===== src/rtl/adder_sched_pkg.sv =====
// Shared types and helpers for the round-robin adder scheduler.
// Contents:
//   DATA_W_DEF / NUM_REQ_DEF / ID_W_DEF / ID_W_MAX - default widths.
//   sched_state_t - result register occupancy (EMPTY / FULL).
//   result_t      - packed result record {id, sum, cout, overflow}.
//   signed_ovf()  - two's-complement overflow from the three sign bits.
package adder_sched_pkg;

  localparam int DATA_W_DEF  = 64;
  localparam int NUM_REQ_DEF = 4;
  localparam int ID_W_DEF    = $clog2(NUM_REQ_DEF);
  // Widest id needed for the largest supported requester count (8).
  localparam int ID_W_MAX    = 3;

  typedef enum logic [0:0] {
    EMPTY = 1'b0,
    FULL  = 1'b1
  } sched_state_t;

  typedef struct packed {
    logic [ID_W_MAX-1:0]   id;
    logic [DATA_W_DEF-1:0] sum;
    logic                  cout;
    logic                  overflow;
  } result_t;

  // Overflow when both operands share a sign and the sum's sign differs.
  function automatic logic signed_ovf(input logic a_msb, input logic b_msb,
                                      input logic s_msb);
    return (a_msb == b_msb) && (s_msb != a_msb);
  endfunction

endpackage


===== src/rtl/full_adder_64bit.sv =====
// Purely combinational 64-bit adder with carry in/out.
// Ports:
//   a, b  - 64-bit operands
//   cin   - carry-in
//   sum   - 64-bit sum
//   cout  - unsigned carry-out
module full_adder_64bit (
  input  logic [63:0] a,
  input  logic [63:0] b,
  input  logic        cin,
  output logic [63:0] sum,
  output logic        cout
);

  logic [64:0] total_s;

  assign total_s = {1'b0, a} + {1'b0, b} + {64'b0, cin};
  assign sum     = total_s[63:0];
  assign cout    = total_s[64];

endmodule


===== src/rtl/rr_arbiter.sv =====
// Round-robin arbiter: picks the first asserted request at or after ptr,
// wrapping explicitly so non-power-of-two requester counts work.
// Ports:
//   req      - request vector
//   ptr      - highest-priority index for this cycle
//   en       - when low no grant is produced
//   gnt      - one-hot grant
//   gnt_idx  - encoded index of the granted requester
//   gnt_any  - a grant was produced
module rr_arbiter #(
  parameter int NUM_REQ = 4,
  parameter int ID_W    = $clog2(NUM_REQ)
) (
  input  logic [NUM_REQ-1:0] req,
  input  logic [ID_W-1:0]    ptr,
  input  logic               en,
  output logic [NUM_REQ-1:0] gnt,
  output logic [ID_W-1:0]    gnt_idx,
  output logic               gnt_any
);

  logic [ID_W:0]   cand_s;
  logic [ID_W-1:0] cand_idx_s;

  // Scan ptr, ptr+1, ... modulo NUM_REQ and take the first valid request.
  always_comb begin
    gnt        = '0;
    gnt_idx    = '0;
    gnt_any    = 1'b0;
    cand_s     = '0;
    cand_idx_s = '0;
    for (int i = 0; i < NUM_REQ; i++) begin
      cand_s = {1'b0, ptr} + (ID_W+1)'(i);
      if (cand_s >= (ID_W+1)'(NUM_REQ)) begin
        cand_s = cand_s - (ID_W+1)'(NUM_REQ);
      end else begin
        cand_s = cand_s;
      end
      cand_idx_s = cand_s[ID_W-1:0];
      if (en && !gnt_any && req[cand_idx_s]) begin
        gnt[cand_idx_s] = 1'b1;
        gnt_idx         = cand_idx_s;
        gnt_any         = 1'b1;
      end else begin
        gnt_any = gnt_any;
      end
    end
  end

endmodule


===== src/rtl/adder_rr_scheduler.sv =====
// Shares one 64-bit adder between NUM_REQ requesters with round-robin
// arbitration. Each grant launches one add whose result is held in a
// one-entry output register until the consumer takes it. A carry register
// per requester lets a requester chain multi-word additions across grants.
// Ports:
//   clk, rst_n            - clock, synchronous active-low reset
//   req_valid/req_ready   - per-requester handshake (req_ready is one-hot)
//   req_a, req_b          - packed operands, requester i at [i*DATA_W +: DATA_W]
//   req_cin, req_chain    - carry-in, or use stored carry when chain=1
//   rsp_valid/rsp_ready   - result handshake
//   rsp_id, rsp_sum, rsp_cout, rsp_overflow - held result
module adder_rr_scheduler
  import adder_sched_pkg::*;
#(
  parameter int NUM_REQ = 4,
  parameter int DATA_W  = 64,
  parameter int ID_W    = $clog2(NUM_REQ)
) (
  input  logic                      clk,
  input  logic                      rst_n,
  input  logic [NUM_REQ-1:0]        req_valid,
  output logic [NUM_REQ-1:0]        req_ready,
  input  logic [NUM_REQ*DATA_W-1:0] req_a,
  input  logic [NUM_REQ*DATA_W-1:0] req_b,
  input  logic [NUM_REQ-1:0]        req_cin,
  input  logic [NUM_REQ-1:0]        req_chain,
  output logic                      rsp_valid,
  input  logic                      rsp_ready,
  output logic [ID_W-1:0]           rsp_id,
  output logic [DATA_W-1:0]         rsp_sum,
  output logic                      rsp_cout,
  output logic                      rsp_overflow
);

  sched_state_t       state_r, state_nxt_s;
  logic [ID_W-1:0]    ptr_r;
  logic [NUM_REQ-1:0] carry_r;
  result_t            res_r;

  logic               can_issue_s;
  logic [NUM_REQ-1:0] gnt_s;
  logic [ID_W-1:0]    gnt_idx_s;
  logic               gnt_any_s;
  logic [DATA_W-1:0]  op_a_s, op_b_s, sum_s;
  logic               cin_s, cout_s, ovf_s;
  logic               unused_id_s;

  // A new op may launch when the register is free or being drained now.
  assign can_issue_s = (state_r == EMPTY) | rsp_ready;

  rr_arbiter #(
    .NUM_REQ (NUM_REQ),
    .ID_W    (ID_W)
  ) u_arb (
    .req     (req_valid),
    .ptr     (ptr_r),
    .en      (can_issue_s),
    .gnt     (gnt_s),
    .gnt_idx (gnt_idx_s),
    .gnt_any (gnt_any_s)
  );

  assign req_ready = gnt_s;

  assign op_a_s = req_a[gnt_idx_s*DATA_W +: DATA_W];
  assign op_b_s = req_b[gnt_idx_s*DATA_W +: DATA_W];
  // Chaining only ever consumes the granted requester's own carry.
  assign cin_s  = req_chain[gnt_idx_s] ? carry_r[gnt_idx_s] : req_cin[gnt_idx_s];

  full_adder_64bit u_add (
    .a    (op_a_s),
    .b    (op_b_s),
    .cin  (cin_s),
    .sum  (sum_s),
    .cout (cout_s)
  );

  assign ovf_s = signed_ovf(op_a_s[DATA_W-1], op_b_s[DATA_W-1], sum_s[DATA_W-1]);

  // Occupancy next-state: a grant always fills, a drain without grant empties.
  always_comb begin
    state_nxt_s = state_r;
    case (state_r)
      EMPTY: begin
        if (gnt_any_s) begin
          state_nxt_s = FULL;
        end else begin
          state_nxt_s = EMPTY;
        end
      end
      FULL: begin
        if (gnt_any_s) begin
          state_nxt_s = FULL;
        end else if (rsp_ready) begin
          state_nxt_s = EMPTY;
        end else begin
          state_nxt_s = FULL;
        end
      end
      default: state_nxt_s = EMPTY;
    endcase
  end

  // State, pointer, carry and result registers.
  always_ff @(posedge clk) begin
    if (!rst_n) begin
      state_r <= EMPTY;
      ptr_r   <= '0;
      carry_r <= '0;
      res_r   <= '0;
    end else begin
      state_r <= state_nxt_s;
      if (gnt_any_s) begin
        res_r.id            <= ID_W_MAX'(gnt_idx_s);
        res_r.sum           <= sum_s;
        res_r.cout          <= cout_s;
        res_r.overflow      <= ovf_s;
        carry_r[gnt_idx_s]  <= cout_s;
        // Explicit wrap keeps non-power-of-two counts inside range.
        if (gnt_idx_s == ID_W'(NUM_REQ-1)) begin
          ptr_r <= '0;
        end else begin
          ptr_r <= gnt_idx_s + ID_W'(1);
        end
      end else begin
        res_r   <= res_r;
        ptr_r   <= ptr_r;
        carry_r <= carry_r;
      end
    end
  end

  assign rsp_valid    = (state_r == FULL);
  assign rsp_id       = res_r.id[ID_W-1:0];
  assign rsp_sum      = res_r.sum;
  assign rsp_cout     = res_r.cout;
  assign rsp_overflow = res_r.overflow;
  assign unused_id_s  = ^res_r.id;

endmodule


===== config.mk =====
export PLATFORM = sky130hd
export DESIGN_NAME = adder_rr_scheduler
export DESIGN_NICKNAME = d
export VERILOG_FILES = /design/src/rtl/adder_sched_pkg.sv /design/src/rtl/full_adder_64bit.sv /design/src/rtl/rr_arbiter.sv /design/src/rtl/adder_rr_scheduler.sv
export SDC_FILE = /design/constraint.sdc
export NUM_CORES = 1
export LEC_CHECK = 0
export ABC_AREA = 1
export CORE_AREA = 2 2 233 235
export CTS_BUF_LIST = sky130_fd_sc_hd__clkbuf_8
export DETAILED_ROUTE_END_ITERATION = 12
export DIE_AREA = 0 0 235 237
export SETUP_SLACK_MARGIN = 0.1
export SYNTH_ARGS = -nofsm -noshare
export SYNTH_HDL_FRONTEND = slang
export SYNTH_SLANG_ARGS = --single-unit

===== constraint.sdc =====
create_clock -name clk -period 5.3 [get_ports clk]
set_clock_uncertainty 0.2 [all_clocks]
set_input_delay 0.53 -clock clk [delete_from_list [all_inputs] [get_ports clk]]
set_output_delay 0.53 -clock clk [all_outputs]
set_load 0.02 [all_outputs]

; ---- Word level (Yosys, flattened, before mapping)
; Cells that the tools add are included.
[word_totals]
ff_bits = 75
latch_bits = 0
mem_bits_rw = 0
romBits = 0
input_bits = 527
output_inout_bits = 73
mem_count = 0
[op_classes]
addsub = 10
mul = 0
div_mod_pow = 0
n_lt_le_gt_ge = 14
eq_ne = 3
shift = 2
mux = 47
n_bitwise = 5
reduce_logical = 16
[op_table]
columns = operator, n
row1 = 256-bit by 9-bit indexed part select with 64-bit output, 2
row2 = 64-bit by 64-bit adder with 65-bit output, 1
row3 = 65-bit by 1-bit adder with 65-bit output, 1
row4 = 1-bit 2-to-1 mux, 20
row5 = 2-bit 2-to-1 mux, 9
row6 = 4-bit 2-to-1 mux, 4
row7 = "2-bit by 3-bit less-than comparator with 1-bit output, second input constant", 5
row8 = 1-bit binary-select mux with 2-bit select, 7
row9 = 1-bit logical AND, 13
row10 = 4-bit bitwise OR, 3
row11 = 1-bit demux with 2-bit select, 5
row12 = "2-bit by 1-bit >= comparator with 1-bit output, second input constant", 5
row13 = "3-bit >= comparator, second input constant", 3
row14 = "2-bit by 1-bit subtractor with 2-bit output, second input constant", 4
row15 = "2-bit by 2-bit adder with 3-bit output, second input constant", 2
row16 = 4-bit bitwise mux, 1
row17 = "2-bit by 1-bit adder with 3-bit output, second input constant", 1
row18 = "2-bit by 3-bit >= comparator with 1-bit output, second input constant", 1
row19 = 1-bit logical NOT, 3
row20 = "2-bit by 1-bit adder with 2-bit output, second input constant", 1
row21 = "2-bit equality test, second input constant", 1
row22 = 1-bit case mux with 2 select lines, 1
row23 = 1-bit equality test, 1
row24 = 1-bit inequality test, 1
row25 = 2 further kinds, 2

; ---- Longest topological paths before layout
[logic_depth]
depth_word = 24
mapped_depth = 32
ltp_nobuf = 31

; ---- Cells and area by module
; A second synthesis with hierarchy kept.
[unflattened]
hier_cells = 2481
area_unflattened_um2 = 12807.3
[by_module_without_submodules]
columns = mod, instances, cells_each, area_each_um2
row1 = adder_rr_scheduler, 1, 1097, 6424.9
row2 = full_adder_64bit, 1, 1292, 5838.1
row3 = rr_arbiter, 1, 92, 544.3

; ---- Worst setup path after synthesis
; OpenSTA, ideal clock, no wires.
[synth_path]
path_type = register -> register
startpoint = register ptr_r[0]
endpoint = register res_r, in the netlist rsp_sum[50]
setup_time_ns = 0.114
arrival_time_ns = 4.170
required_ns = 4.986
setup_slack_ns = 0.816
stages_incl_launch_ff = 29
path_buffers = 2
cell_sequence = dfxtp_1 > inv_2 > ha_1 > inv_1 > nand3_1 > nand2_2 > nand4_1 > nor2_2 > nand2_2 > nand2_4 > inv_2 > buf_6 > buf_6 > nor2_1 > o22ai_1 > fa_1 > fa_1 > nand3_1 > nand2_1 > nand2_1 > nand2_1 > a21oi_1 > o21ai_0 > nand3_1 > nand3_1 > nand2_1 > nand2_1 > o21bai_1 > inv_1
[synth_between]
elab_chain_cells = 22
[synth_lines]
columns = item, line
row1 = from (decl), adder_rr_scheduler.sv:36  ; logic [ID_W-1:0] ptr_r;
row2 = from (signal assigned), adder_rr_scheduler.sv:123  ; ptr_r <= gnt_idx_s + ID_W'(1);
row3 = from (signal assigned), adder_rr_scheduler.sv:127  ; ptr_r <= ptr_r;
row4 = branches (longest 22 deep; another with 2-bit by 1-bit adder with 3-bit output), n/a
row5 = to (signal assigned), adder_rr_scheduler.sv:126  ; res_r <= res_r;
row6 = to (decl), adder_rr_scheduler.sv:38  ; result_t res_r;
; Several ways; the timed one is not identified. The select of a mux whose other input is x is not followed.
; A chain may end at the register's enable or synchronous reset.

; ---- Worst setup path in the final report
[layout_path]
startpoint = register ptr_r[0]
endpoint = register res_r, in the netlist rsp_overflow
[layout_between]
elab_chain_cells = 24
[layout_lines]
columns = item
row1 = branches (longest 24 deep; another with 2-bit by 1-bit adder with 3-bit output)
; Several ways; the timed one is not identified. The select of a mux whose other input is x is not followed.

==> report_table.html <==
<table>
<tr><th>Metric</th><th>Value</th></tr>
<tr><th colspan="2">Clocking</th></tr>
<tr><td>CTS tree</td><td>built</td></tr>
<tr><td>Worst-path clk slew</td><td>approximately 0.09 ns</td></tr>
<tr><td>H-tree lvl count</td><td>3</td></tr>
<tr><td>Root Buffer</td><td>clkbuf_8</td></tr>
<tr><td>Clock buffers created by TritonCTS</td><td>9</td></tr>
<tr><td>Insertion delay of the later-clocked pin in the worst-skew pair</td><td>around 0.38 ns</td></tr>
<tr><td>CTS hold repair buffers</td><td>0</td></tr>
<tr><td>Buffer depth of the longest clock path</td><td>2</td></tr>
<tr><td>Clock net sink count</td><td>75</td></tr>
<tr><th colspan="2">Yosys</th></tr>
<tr><td>Post-synthesis share of cell area spent on xor and xnor gates</td><td>0.0251</td></tr>
<tr><td>Netlist area before placement</td><td>about 12000 µm²</td></tr>
<tr><td>Compound-gate portion of the synthesized area</td><td>0.343</td></tr>
<tr><td>Syn Inst Count</td><td>between 2000 and 2500</td></tr>
<tr><td>Mux cell area share after synthesis</td><td>0</td></tr>
<tr><td>EDFF count, synth</td><td>0</td></tr>
<tr><td>Primary flip-flop cell chosen by synthesis mapping</td><td>dfxtp_1</td></tr>
<tr><td>Synth Register Bits</td><td>75</td></tr>
<tr><td>Dominant combinational cell family by area after synthesis</td><td>compound AO/OA/AOI/OAI gates</td></tr>
<tr><td>Nets in the synthesized netlist</td><td>2636</td></tr>
<tr><td>Share of synthesized cell area in full adder, half adder and majority cells</td><td>0.0806</td></tr>
<tr><td>Number of distinct library cells after synthesis</td><td>46</td></tr>
<tr><td>Average footprint of a synthesized cell</td><td>approximately 5.7 µm²</td></tr>
<tr><td>Sequential element share of the synthesized area</td><td>0.130</td></tr>
<tr><td>Yosys warning count</td><td>0</td></tr>
<tr><td>Post-synthesis async set-or-reset flop share</td><td>0</td></tr>
<tr><td>Simple-gate area share of the yosys netlist</td><td>0.286</td></tr>
<tr><th colspan="2">Timing</th></tr>
<tr><td>Final period utilization</td><td>0.916</td></tr>
<tr><td>Final-layout worst hold slack</td><td>0.275 ns</td></tr>
<tr><td>Maximum clock frequency</td><td>0.206 GHz</td></tr>
<tr><td>Final count of negative-setup-slack endpoints</td><td>0</td></tr>
<tr><td>Final critical path time including I/O delays and setup</td><td>about 4.9 ns</td></tr>
<tr><td>Slew at the pin closest to its max-slew limit</td><td>0.794 ns</td></tr>
<tr><td>Count of final hold-check violations</td><td>0</td></tr>
<tr><td>Pins Over Slew Limit</td><td>0</td></tr>
<tr><td>Setup_tns</td><td>0 ns</td></tr>
<tr><td>Worst Setup Slack, final</td><td>0.447 ns</td></tr>
<tr><td>Unrepaired setup endpoints after global routing</td><td>yes</td></tr>
<tr><td>Worst rel slew slack</td><td>0.471</td></tr>
<tr><th colspan="2">Cells and area</th></tr>
<tr><td>Share of layout cells above drive strength 1</td><td>0.0937</td></tr>
<tr><td>Most frequent cells in the layout</td><td>clkdlybuf4s50_1 (598), nor2_1 (411), o21ai_0 (304), nand2_1 (258), inv_1 (212)</td></tr>
<tr><td>Synthesis-to-finish area growth</td><td>71.0%</td></tr>
<tr><td>Most common library cell in the layout ignoring fill and taps</td><td>clkdlybuf4s50_1</td></tr>
<tr><td>Count of nets after finishing</td><td>3339</td></tr>
<tr><td>Number of standard cells in the final layout excluding fillers</td><td>3441</td></tr>
<tr><th colspan="2">Die</th></tr>
<tr><td>Die ar.</td><td>55700 µm²</td></tr>
<tr><td>Number of placement rows</td><td>85</td></tr>
<tr><td>Starting Density</td><td>0.216</td></tr>
<tr><td>Std-Cell Core Area</td><td>53300 µm²</td></tr>
<tr><td>Die X-Extent</td><td>roughly 240 µm</td></tr>
<tr><td>Vert. Die Dim</td><td>between 200 and 250 µm</td></tr>
<tr><td>I/O pin count</td><td>600</td></tr>
<tr><th colspan="2">Critical path</th></tr>
<tr><td>Type of element launching the critical path</td><td>flop</td></tr>
<tr><td>Signal arrival time at the worst endpoint</td><td>4.96 ns</td></tr>
<tr><td>Count of buffer and inverter cells on the critical path</td><td>8</td></tr>
<tr><td>Crit end category</td><td>flop</td></tr>
<tr><td>Top fanout value on the critical path</td><td>slightly above 40</td></tr>
<tr><td>Worst stage delay on the critical path</td><td>~0.39 ns</td></tr>
<tr><td>Required time of the critical path</td><td>5.40 ns</td></tr>
<tr><td>Crit-path most repeated cell</td><td>nand2_1</td></tr>
<tr><td>Crit-path slowest cell</td><td>ha_1</td></tr>
<tr><td>Largest delay share family, worst path</td><td>simple AND/OR/NAND/NOR gates</td></tr>
<tr><td>Setup Crit Path Kind</td><td>reg -&gt; reg</td></tr>
<tr><th colspan="2">Route</th></tr>
<tr><td>Drt initial violations</td><td>around 1100</td></tr>
<tr><td>Post-detailed-route wirelength per cell</td><td>19.7 µm</td></tr>
<tr><td>Total iterations of the first detailed-routing run</td><td>6</td></tr>
<tr><td>Final Routed Wirelength</td><td>67.7 mm</td></tr>
<tr><td>Average vias per placed instance</td><td>4.83</td></tr>
<tr><td># DRC</td><td>0</td></tr>
<tr><td>Vias after detailed routing</td><td>about 17000</td></tr>
<tr><td>Post-route antenna net violation count</td><td>0</td></tr>
<tr><th colspan="2">Global route</th></tr>
<tr><td>Number of global-route vias before repair</td><td>16400</td></tr>
<tr><td>Number of antenna violations at the first check in global routing</td><td>1</td></tr>
<tr><td>Pin count of the biggest net entering global routing</td><td>80</td></tr>
<tr><td>Total gr overflow</td><td>0</td></tr>
<tr><td>Global-route wire length before repair</td><td>99.9 mm</td></tr>
<tr><td>Global-route usage over all layers</td><td>0.231</td></tr>
<tr><th colspan="2">Place</th></tr>
<tr><td>Pre-CTS setup slack</td><td>0.0472 ns</td></tr>
<tr><td>Number of placed instances, taps included</td><td>3423</td></tr>
<tr><td>DP Wirelength</td><td>56.6 mm</td></tr>
<tr><td># port buffers</td><td>around 600</td></tr>
<tr><td>Routability-driven placement congestion ratio</td><td>roughly 0.95</td></tr>
<tr><th colspan="2">Run status</th></tr>
<tr><td>Status</td><td>completed</td></tr>
<tr><th colspan="2">Job</th></tr>
<tr><td>Number of max-capacitance violations reported</td><td>0</td></tr>
<tr><th colspan="2">Min path</th></tr>
<tr><td>Hold Path Class</td><td>reg -&gt; reg</td></tr>
</table>
worst register-to-register path, delay by kind of cell (launching register included):
family | cells | cell delay (ns)
DFF | 1 | 0.35
AOI/OAI and AO/OA | 4 | 0.65
adders and majority gates | 2 | 0.73
buffers and inverters | 8 | 1.17
and+or+nand+nor | 15 | 1.70
metal layers:
layer,share of wire,track usage,wire (µm),vias to the layer above
li1,-,-,-,8347
met1,0.45,0.305,30500,7659
met2,0.47,0.397,31800,563
met3,0.064,0.0388,4320,43
met4,0.016,0.0435,1100,0
met5,0,0,0,-
final cells by class:
class	instances	area [µm²]
Antenna cell	1	2.50
Multi-Input combinational cell	1635	8570
Fill cell	5899	33600
Clock buffer	9	124
Timing Repair Buffer	798	7670
Sequential cell	75	1500
Clock inverter	7	100
Inverter	220	836
Tap cell	696	871
cell usage after synthesis, types with 2 or more instances:
cell / n / share of area
buf_6: 31 / 0.030
a21o_1: 10 / 0.0065
nand3_2: 2 / 0.0017
o22ai_1: 127 / 0.069
a22oi_1: 4 / 0.0026
nand4_1: 18 / 0.0098
nor4_1: 4 / 0.0022
nand2_1: 259 / 0.084
buf_4: 8 / 0.0052
nand2_2: 7 / 0.0038
o21ai_1: 67 / 0.029
fa_1: 2 / 0.0035
ha_1: 71 / 0.077
o21bai_1: 21 / 0.014
o221ai_1: 4 / 0.0030
xor2_1: 10 / 0.0076
nor2_1: 415 / 0.14
clkbuf_1: 20 / 0.0065
a21boi_0: 4 / 0.0026
a211oi_1: 3 / 0.0020
o21ai_0: 311 / 0.14
nor3_1: 12 / 0.0052
clkinv_1: 3 / 0.00098
dfxtp_1: 75 / 0.13
buf_2: 46 / 0.020
inv_2: 5 / 0.0016
xnor2_1: 23 / 0.017
o311ai_1: 2 / 0.0015
o21a_1: 7 / 0.0046
o211ai_1: 13 / 0.0085
or2_2: 3 / 0.0016
a21oi_1: 134 / 0.058
nand3_1: 84 / 0.037
a31oi_1: 8 / 0.0043
inv_1: 212 / 0.069
registers in the layout, summed over array words and instances (netlist names):
name	cells
rsp_valid	1
carry_r	4
rsp_id	2
ptr_r	2
rsp_cout	1
rsp_sum	64
rsp_overflow	1
per-stage QoR:
stage | instance area [µm²] | util
3_3_place_gp | 19300 | 0.363
3_5_place_dp | 19300 | 0.363
4_1_cts | 19500 | 0.367
2_1_floorplan | 11500 | -
6_report | 19700 | 0.369
5_1_grt | 19700 | 0.369
what timing repair did:
item                       CTS  global route
resized for setup            0            33
setup endpoints to repair    0            30
setup buffers                0             0
path summary, 6_finish.rpt:
kind                start      endpoint  slack (ns)  cells after the start
min reg2reg  rsp_overflow  rsp_overflow        0.27                      2
max reg2reg      ptr_r[0]  rsp_overflow        0.45                     29
min          rsp_overflow  rsp_overflow        0.27                      2
max              ptr_r[0]  rsp_overflow        0.45                     29
cells by family (layout without fill, tap and decap cells):
family	count (synthesis)	after routing
flops	75	75
buf+inv	326	1034
compound gates	718	718
other cells	0	1
simple gates	811	811
fa+ha+maj	73	73
xor+xnor	33	33
Power is not shown: default switching activity piles up to over one toggle a cycle in this logic, so the estimate is an artifact.
